[config.mk]
export PLATFORM = sky130hd
export DESIGN_NAME = sync_fifo_top_flat
export DESIGN_NICKNAME = d
export VERILOG_FILES = /design/src/rtl/sync_fifo_top_if.sv /design/src/rtl/sync_fifo_top.sv /design/src/flat_wrapper.sv
export SDC_FILE = /design/constraint.sdc
export NUM_CORES = 1
export LEC_CHECK = 0
export BUFFER_PORTS_ARGS = -buffer_cell sky130_fd_sc_hd__buf_2
export CAP_MARGIN = 20
export CORE_MARGIN = 1.5
export CORE_UTILIZATION = 58
export DETAILED_ROUTE_END_ITERATION = 6
export PLACE_DENSITY = 0.86
export SYNTH_ARGS = -nofsm -noshare
export SYNTH_HDL_FRONTEND = slang
export SYNTH_SLANG_ARGS = --single-unit
export TNS_END_PERCENT = 30
[constraint.sdc]
create_clock -name w_clk -period 2.1 [get_ports w_clk]
set_clock_uncertainty 0.15 [all_clocks]
set_input_delay 0.105 -clock w_clk [delete_from_list [all_inputs] [get_ports w_clk]]
set_output_delay 0.105 -clock w_clk [all_outputs]
set_load 0.005 [all_outputs]
[src/rtl/sync_fifo_top_if.sv]
// Producer/consumer handshake bundle for sync_fifo_top.
// The producer and consumer side both sit on the master modport; the FIFO takes the slave modport.
interface sync_fifo_top_if #(
    parameter int data_width = 8
) ();
    logic [data_width-1:0] w_data;
    logic                  w_inc;
    logic                  r_inc;
    logic [data_width-1:0] r_data;
    logic                  wfull;
    logic                  rempty;

    modport master (
        output w_data, w_inc, r_inc,
        input  r_data, wfull, rempty
    );

    modport slave (
        input  w_data, w_inc, r_inc,
        output r_data, wfull, rempty
    );
endinterface

[src/rtl/sync_fifo_top.sv]
// Single-clock FIFO with first-word fall-through read data.
// Pointers carry one extra wrap bit so that full and empty can be told apart.
module sync_fifo_top #(
    parameter int data_width    = 8,
    parameter int address_width = 3
) (
    input  logic            w_clk,
    input  logic            wrst_n,
    sync_fifo_top_if.slave  bus
);
    localparam int depth = 1 << address_width;

    logic [data_width-1:0]  mem [depth];
    logic [address_width:0] wptr, rptr, wptr_nxt, rptr_nxt;
    logic                   full_q, empty_q;
    logic                   push, pop;

    // Each request is qualified only by the registered flags, so there is no inc-to-output path.
    assign push     = bus.w_inc & ~full_q;
    assign pop      = bus.r_inc & ~empty_q;
    assign wptr_nxt = wptr + (address_width+1)'(push);
    assign rptr_nxt = rptr + (address_width+1)'(pop);

    always_ff @(posedge w_clk or negedge wrst_n) begin
        if (!wrst_n) begin
            wptr    <= '0;
            rptr    <= '0;
            full_q  <= 1'b0;
            empty_q <= 1'b1;
        end else begin
            wptr    <= wptr_nxt;
            rptr    <= rptr_nxt;
            empty_q <= (wptr_nxt == rptr_nxt);
            full_q  <= (wptr_nxt[address_width] != rptr_nxt[address_width]) &&
                       (wptr_nxt[address_width-1:0] == rptr_nxt[address_width-1:0]);
        end
    end

    // Storage is deliberately left out of reset; the pointers alone define what is valid.
    always_ff @(posedge w_clk) begin
        if (push)
            mem[wptr[address_width-1:0]] <= bus.w_data;
    end

    assign bus.r_data = mem[rptr[address_width-1:0]];
    assign bus.wfull  = full_q;
    assign bus.rempty = empty_q;
endmodule

[src/flat_wrapper.sv]
// flat-port wrapper written by rule: the top's interface ports become plain ports
module sync_fifo_top_flat 
#(
    parameter int data_width    = 8,
    parameter int address_width = 3
)
  (w_clk, wrst_n, bus_w_data, bus_w_inc, bus_r_inc, bus_r_data, bus_wfull, bus_rempty);
  sync_fifo_top_if #(.data_width(data_width)) bus_i ();
  input  logic w_clk;
  input  logic wrst_n;
  input wire logic [$bits(bus_i.w_data)-1:0] bus_w_data;
  input wire logic [$bits(bus_i.w_inc)-1:0] bus_w_inc;
  input wire logic [$bits(bus_i.r_inc)-1:0] bus_r_inc;
  output wire logic [$bits(bus_i.r_data)-1:0] bus_r_data;
  output wire logic [$bits(bus_i.wfull)-1:0] bus_wfull;
  output wire logic [$bits(bus_i.rempty)-1:0] bus_rempty;
  assign bus_i.w_data = bus_w_data;
  assign bus_i.w_inc = bus_w_inc;
  assign bus_i.r_inc = bus_r_inc;
  assign bus_r_data = bus_i.r_data;
  assign bus_wfull = bus_i.wfull;
  assign bus_rempty = bus_i.rempty;
  sync_fifo_top #(.data_width(data_width), .address_width(address_width)) u_core (.w_clk(w_clk), .wrst_n(wrst_n), .bus(bus_i));
endmodule
Word level (Yosys, flattened, before mapping)
Memory sizes are Yosys's and may differ from the RTL's. Index checks and enable logic that the tools add are counted.

Register bits: 10. RAM bits: 64. Bits of input ports: 12. Output and inout bits: 10. Word-level logic and storage cells: 17. Memories kept: 1.

Add/subtract/negate cells: 2. Eq/ne operators: 3. Muxes and demuxes: 2. Bitwise gates (word level): 4. Reductions and logical operators: 1.

Memory list: u_core.mem (words 8, bits a word 8, rd ports 1, clocked after memory_dff 0, write ports 1, line sync_fifo_top.sv:13) `logic [data_width-1:0] mem [depth];`.

Operators with widths (count): $add A4 B1 Y4 (2); $eq A4 B4 Y1 (1); $eq A3 B3 Y1 (1); $and A1 B1 Y1 (2); $mux W1 (2); $not A1 Y1 (2); $logic_and A1 B1 Y1 (1); $ne A1 B1 Y1 (1).

Depth between registers and ports, before layout
Gate-level depths: netlist (run 1).

Depth after elaboration: 5. Gate-level depth with buffers: 7. Mapped depth without buffers: 7.

Worst setup path before layout (run 1)
OpenSTA, ideal clock, no wires.

Kind: register to register. From: register u_core.full_q, in the netlist u_core.bus.wfull. To: memory u_core.mem[0][0], enable pin. Setup time: 0.383 ns. Arrival time: 1.337 ns. Data required time: 1.567 ns. Path slack: 0.230 ns. Cell stages (with the launch flop): 4. Buffers on the path: 0. Clock period less this slack: 1.870 ns. Cells stage by stage: dfrtp_1 > nor2b_1 > nand2b_1 > nor3_1.

Cells in the longest elaborated chain, start to end: 4.

RTL lines: start, declared (line sync_fifo_top.sv:15) `logic full_q, empty_q;`; start signal, assigned (line sync_fifo_top.sv:34) `full_q <= (wptr_nxt[address_width] != rptr_nxt[address_width]) &&`; $not A1 Y1 (line sync_fifo_top.sv:19) `assign push = bus.w_inc & ~full_q;`; $and A1 B1 Y1 (line sync_fifo_top.sv:19); $mux W1 (line sync_fifo_top.sv:41) `if (push)`; $mux W1 (not written as such) (line sync_fifo_top.sv:42) `mem[wptr[address_width-1:0]] <= bus.w_data;`; end, declared (line sync_fifo_top.sv:13).

Every way passes these cells.

Worst setup path after layout (run 1)
From: register u_core.rptr[0]. To: output bus_r_data[3].

Cells in the longest elaborated chain, start to end: 1.

RTL lines: start, declared (line sync_fifo_top.sv:14) `logic [address_width:0] wptr, rptr, wptr_nxt, rptr_nxt;`; start signal, assigned (line sync_fifo_top.sv:32) `rptr <= rptr_nxt;`; $mem_v2 Z8 W8; end, declared (line flat_wrapper.sv:14) `output wire logic [$bits(bus_i.r_data)-1:0] bus_r_data;`.

Every way passes these cells.

==> metrics.yaml, run 1 <==
clk_pin_slew_worst_paths_ns: 0.07
clkPwrFrac_pct: 23.6
clock_sinks: 74
rows: 25
synth-seq-cells: 74
nets: 207
grt_start_max_net_pins: 19
grt_setup_unrepaired: "true"
ios: 22
fin_util_pct: 74.3
portBuffers: 21
drv_cap: 0
cts_buffer_depth: 2
synthCells: 137
htreeDepth: 3
fin_hold_ws_ns: 0.0264
syn_area_um2: 2970
via_per_inst: 5.54
insertion_delay_ns: 0.33
yosys_warnings: 0
final.setup.tns_ns: -0.0100
power.leakage_nw: 1.31
power.net_switching_mw: 1.41
cts_buffers: 9
synth.distinct_cells: 23
layout_min_cycle_time_ns: 2.11
first_iter_violations: 88
drive_gt1_share_pct: 41.1
p_int_mw: 3.58
antennaDiodeCount: 0
crit_arrival_ns: 1.86
slew_headroom_pct: 70.9
grt_pass1_vias: 1556
dp_hpwl_um: 3270
die_x_um: 74.6
hold_viol_final: 0
grt_antenna_before_repair: 0
grt-ovfl-total: 0
cts_tree: "built"
firstDrtPassIters: 4
area.growth.synth_to_final_pct: 20.4
grt.total_usage_pct: 21.6
wl_per_cell_um: 19.9
finalWorstSetupSlack_ns: -0.0100
start_util_pct: 61.7
grt_pass1_wl_um: 8070
ir_worst_vdd_mv: 0.962
maxSlewViolCount: 0
start_kind: "register"
worst_setup_path_end_kind: "output pin"
syn_avg_cell_area_um2: 21.7
hold_path_class: "primary input to register"
path_class: "register to output pin"
vias: 1463
status: "finished, violations left"
cp_max_fo: 7
power_mw: 4.99
power_frac_comb_pct: 35.6
p_sw_share_pct: 28.2
route.detailed.drc: 0
wirelength_um: 5260
tightest_slew_ns: 0.435
violations: "setup timing"
gp_congestion: 0.751
clockRootBuffer: "clkbuf_8"
cts_setup_buffers: 0
power.density_nw_per_um2: 1390
cp.required_ns: 1.85
seq_power_share_pct: 40.8
coreArea_um2: 4820
die_height_um: 74.6
finalCritPeriodShare_pct: 100
ant_nets: 0
setup_viol: 1
fmax_mhz: 474
yosysSeqAreaShare_pct: 73.1
die-area_um2: 5570
postSynthNetCount: 152
==> layout make-up <==
| cell class | count | area (um^2) |
|---|---|---|
| Timing Repair Buffer | 49 | 387 |
| Tap cell | 67 | 83.8 |
| Multi-Input combinational cell | 57 | 714 |
| Sequential cell | 74 | 2170 |
| Inverter | 1 | 3.75 |
| Clock buffer | 9 | 124 |
| Clock inverter | 7 | 93.8 |
| Fill cell | 300 | 1240 |
==> metrics by stage <==
stage          setup WS, ns  instance area, um^2  instances
2_1_floorplan         0.230                 2970        137
6_report            -0.0100                 3580        264
3_3_place_gp          0.351                 3250        237
4_1_cts             -0.0399                 3570        264
3_5_place_dp          0.286                 3250        237
5_1_grt             -0.0642                 3580        264
==> final timing paths <==
check                                         start                     endpoint  slack (ns)  cells past startpoint
max                        u_core.rptr[0]$_DFF_PN0_                bus_r_data[3]       -0.01                      4
min                                       bus_r_inc     u_core.rptr[0]$_DFF_PN0_        0.03                      3
max reg2reg                u_core.rptr[0]$_DFF_PN0_  u_core.bus.rempty$_DFF_PN1_        0.26                      6
min reg2reg                u_core.wptr[3]$_DFF_PN0_     u_core.wptr[3]$_DFF_PN0_        0.34                      1
max in group asynchronous                    wrst_n     u_core.rptr[0]$_DFF_PN0_        0.83                      3
min in group asynchronous                    wrst_n  u_core.bus.rempty$_DFF_PN1_        0.11                      2
==> critical path, cell delays in order (launching register included) <==
cell and delay, ns:
dfrtp_2 0.43, buf_8 0.16, mux4_2 0.51, mux2_4 0.31, buf_6 0.12
==> routing by layer <==
layer,share of wire (%),up-vias,global-route usage [%]
met2,52,43,33.5
met4,1.4,0,10.9
met1,43,753,29.5
met3,4.1,9,4.82
met5,0,-,0
li1,-,658,-
==> power by group through the flow <==
stage	sequential [mW]	combinational, mW	clock, mW
2_1_floorplan	1.99	1.08	0
3_3_place_gp	2.02	1.43	0
3_5_place_dp	2.04	1.48	0
4_1_cts	2.04	1.76	1.19
5_1_grt	2.05	1.92	1.26
6_report	2.04	1.78	1.18
==> kinds of logic (layout without fill, tap and decap cells) <==
family	count (synthesis)	after routing	share of synthesized area, %
buffers and inverters	6	66	1.64
multiplexers	24	24	17.0
flip-flops	74	74	73.1
adder cells (fa/ha/maj)	3	3	1.26
XOR/XNOR	11	11	3.70
AND/OR/NAND/NOR	19	19	3.28
==> flip-flops by register name, summed over array words and instances, names as in the netlist <==
register           count
u_core.wptr            4
u_core.mem            64
u_core.bus.wfull       1
u_core.rptr            4
u_core.bus.rempty      1
==> cell usage in the layout, fill, tap and decap left out, types with 7 or more instances in the layout <==
master         instances
buf_2                 16
buf_4                 15
buf_6                  7
clkbuf_8               9
dfrtp_1                8
dlygate4sd3_1         10
edfxtp_1              64
mux4_2                16
nor2_1                 7
==> synth_stat cells <==
cell | n | area [um^2]
inv_1 | 1 | 3.75
mux4_1 | 15 | 394
buf_6 | 1 | 11.3
xor2_1 | 5 | 43.8
and4_1 | 1 | 8.76
nor2b_1 | 2 | 12.5
edfxtp_1 | 64 | 1920
ha_1 | 3 | 37.5
nor2_1 | 7 | 26.3
nand2_1 | 1 | 3.75
dfstp_2 | 1 | 26.3
nand2b_1 | 3 | 18.8
nand3b_1 | 1 | 7.51
buf_2 | 2 | 10.0
xnor3_1 | 1 | 22.5
xnor2_1 | 5 | 43.8
clkbuf_1 | 1 | 3.75
nor3_1 | 2 | 10.0
dfrtp_1 | 9 | 225
mux2_2 | 8 | 90.1
mux4_2 | 1 | 22.5
nand3_1 | 2 | 10.0
buf_12 | 1 | 20.0
==> repair_timing <==
item,CTS,global route
pin swaps,0,0
endpoints found under the hold margin,74,0
resized for setup,28,3
gates cloned,1,0
endpoints found under the setup margin,8,8
hold buffers,10,0
(Power assumes the default switching activity.)
==> run 2, diff against run 1 <==
ABC_AREA = 1   (was not set)
==> metrics.yaml, run 2 <==
status: "finished clean"
die_x_um: 76.1
mostFrequentLayoutCells: "edfxtp_1, nand2_1, nor2_1, o21ai_1, buf_2"
synthCells: 262
ys_async_sr_fraction_pct: 13.5
layout_commonest_cell: "edfxtp_1"
ir_worst_vdd_mv: 0.816
r2r-end: "u_core.bus.rempty$_DFF_PN1_"
r2r_setup_slack_ns: 0.27
p_sw_share_pct: 37.4
hp-start: "bus_r_inc"
synth-seq-cells: 74
via_per_inst: 5.45
cp_cell_sequence: "buf_4 > o21ai_0 > o22ai_1 > nand2_1 > nand2_1 > buf_2"
yosysMostFrequentCell: "edfxtp_1"
met1Wirelength_um: 2550
multi_input_area_um2: 805
wirelength_um: 6080
tightest_slew_ns: 0.449
die_height_um: 76.1
grt_start_max_net_pins: 33
grt_antenna_before_repair: 0
p_int_mw: 3.12
grt-ovfl-total: 0
clk_pin_slew_worst_paths_ns: 0.08
power.density_nw_per_um2: 1380
cp_max_fo: 11
synth_top_area_share_pct: 62.0
power_mw: 4.98
grt_setup_unrepaired: "false"
firstDrtPassIters: 4
cp.required_ns: 1.85
yosysSeqAreaShare_pct: 70.2
clock_sinks: 74
drv_cap: 0
ant_nets: 0
vias: 2081
slowest_stage: "dfrtp_1"
htreeDepth: 3
cts_buffers: 9
setup_viol: 0
dp_hpwl_um: 3810
grt_pass1_vias: 2122
grt_pass1_wl_um: 9670
coreArea_um2: 5140
slew_headroom_pct: 70.1
final.setup.tns_ns: 0
first_iter_violations: 181
layout_min_cycle_time_ns: 2.03
hold_depth: 4
rr_startpoint: "u_core.bus.rempty$_DFF_PN1_"
antennaDiodeCount: 0
cp_common_cell: "nand2_1"
wl_met2_um: 3040
grt.total_usage_pct: 22.8
max_stage_delay_ns: 0.62
seq_power_share_pct: 41.6
area.growth.synth_to_final_pct: 16.6
hold_viol_final: 0
hold_path_class: "primary input to register"
power.net_switching_mw: 1.86
fillers: 349
register_area_um2: 2170
largest_reg_flops: 64
rows: 26
finalCritPeriodShare_pct: 96.7
syn_avg_cell_area_um2: 11.8
synth_flop_cell: "edfxtp_1"
synth-edff-count: 64
power.leakage_nw: 1.39
cts_setup_buffers: 0
yosys_warnings: 0
crit_arrival_ns: 1.78
nets: 322
postSynthNetCount: 277
cts_tree: "built"
gp_congestion: 0.814
die-area_um2: 5790
start_kind: "register"
drive_gt1_share_pct: 20.8
fmax_mhz: 493
synth.distinct_cells: 24
insertion_delay_ns: 0.34
rr_worst_depth: 8
wl_per_cell_um: 15.9
ios: 22
whs_endpoint: "u_core.rptr[0]$_DFF_PN0_"
clkPwrFrac_pct: 20.5
maxSlewViolCount: 0
syn_area_um2: 3100
synth_common_cells: "edfxtp_1, nand2_1, nor2_1"
clockRootBuffer: "clkbuf_8"
yosysTopAreaCell: "edfxtp_1"
portBuffers: 21
top_layer_used: "met4"
synthTopCellsByArea: "edfxtp_1, dfrtp_1, nand2_1, nor2_1, o21ai_1"
route.detailed.drc: 0
wl_met3_um: 406
power_frac_comb_pct: 37.9
path_class: "register to output pin"
start_util_pct: 60.3
worst_setup_path_end_kind: "output pin"
cts_buffer_depth: 2
[run 2: changes by cell type after synthesis, moves of 6 or more]
cell,before,now
inv_1,1,9
inv_2,0,6
mux2_2,8,0
mux4_1,15,0
nand2_1,1,46
nor2_1,7,44
o21ai_1,0,28
o22ai_1,0,16
[run 2: worst max-delay path by stage]
stage / startpoint / end / slack [ns]
after CTS: u_core.rptr[0]$_DFF_PN0_ / bus_r_data[4] / 0.08
after global placement: u_core.bus.rempty$_DFF_PN1_ / u_core.bus.rempty$_DFF_PN1_ / 0.36
after floorplan: u_core.bus.rempty$_DFF_PN1_ / u_core.bus.rempty$_DFF_PN1_ / 0.39
final: u_core.rptr[1]$_DFF_PN0_ / bus_r_data[0] / 0.07
after detailed placement: u_core.bus.rempty$_DFF_PN1_ / u_core.bus.wfull$_DFF_PN0_ / 0.25
after global routing: u_core.rptr[1]$_DFF_PN0_ / bus_r_data[0] / 0.009
[run 2: cell type report]
cell class                 instances  share of cell area (%)
inverter                          15                    1.63
timing repair buffer              44                    8.45
tap                               70                    2.42
multi-input combinational        163                    22.3
clock buffer                       9                    3.43
clock inverter                     7                    1.66
sequential                        74                    60.1
[run 2: timing repair]
action | in CTS | in global routing
hold endpoints to repair | 76 | 0
hold buffers | 11 | 0
gates resized for setup | 0 | 2
endpoints found under the setup margin | 0 | 8
[run 2: critical path, delay by kind of cell, from the launching register on]
kind,cells,cell delay (ns)
DFF,1,0.62
buffers and inverters,2,0.38
AOI/OAI and AO/OA,2,0.28
and+or+nand+nor,2,0.14
[run 2: stage by stage]
step | setup slack, ns | hold WS [ns] | area [um^2] | util (%) | instances
final | 0.0699 | 0.0304 | 3610 | 70.3 | 382
after global routing | 0.00899 | 0.0452 | 3610 | 70.3 | 382
after CTS | 0.0802 | 0.0205 | 3610 | 70.3 | 382
after detailed placement | 0.251 | -0.177 | 3320 | 64.5 | 355
after global placement | 0.361 | -0.172 | 3320 | 64.5 | 355
after floorplan | 0.391 | -0.341 | 3100 | - | 262
[run 2: cell families (layout without fill, tap and decap cells)]
group	count (synthesis)	count (layout)	synth area share, %
compound gates	50	50	8.84
fa+ha+maj	3	3	1.21
flops	74	74	70.2
xor+xnor	1	1	0.283
buf+inv	25	75	3.88
simple gates	109	109	15.6
[run 2: power groups by stage]
stage | combinational, mW | sequential [mW] | clock (mW)
5_1_grt | 2.10 | 2.10 | 1.10
3_3_place_gp | 1.79 | 2.08 | 0
4_1_cts | 1.89 | 2.07 | 1.03
2_1_floorplan | 1.36 | 2.03 | 0
3_5_place_dp | 1.87 | 2.09 | 0
6_report | 1.89 | 2.07 | 1.02
[run 2: per-layer routing]
layer | global-route usage, % | up-vias
li1 | - | 1010
met1 | 27.9 | 980
met2 | 36.1 | 81
met3 | 7.31 | 10
met4 | 12.4 | 0
met5 | 0 | -
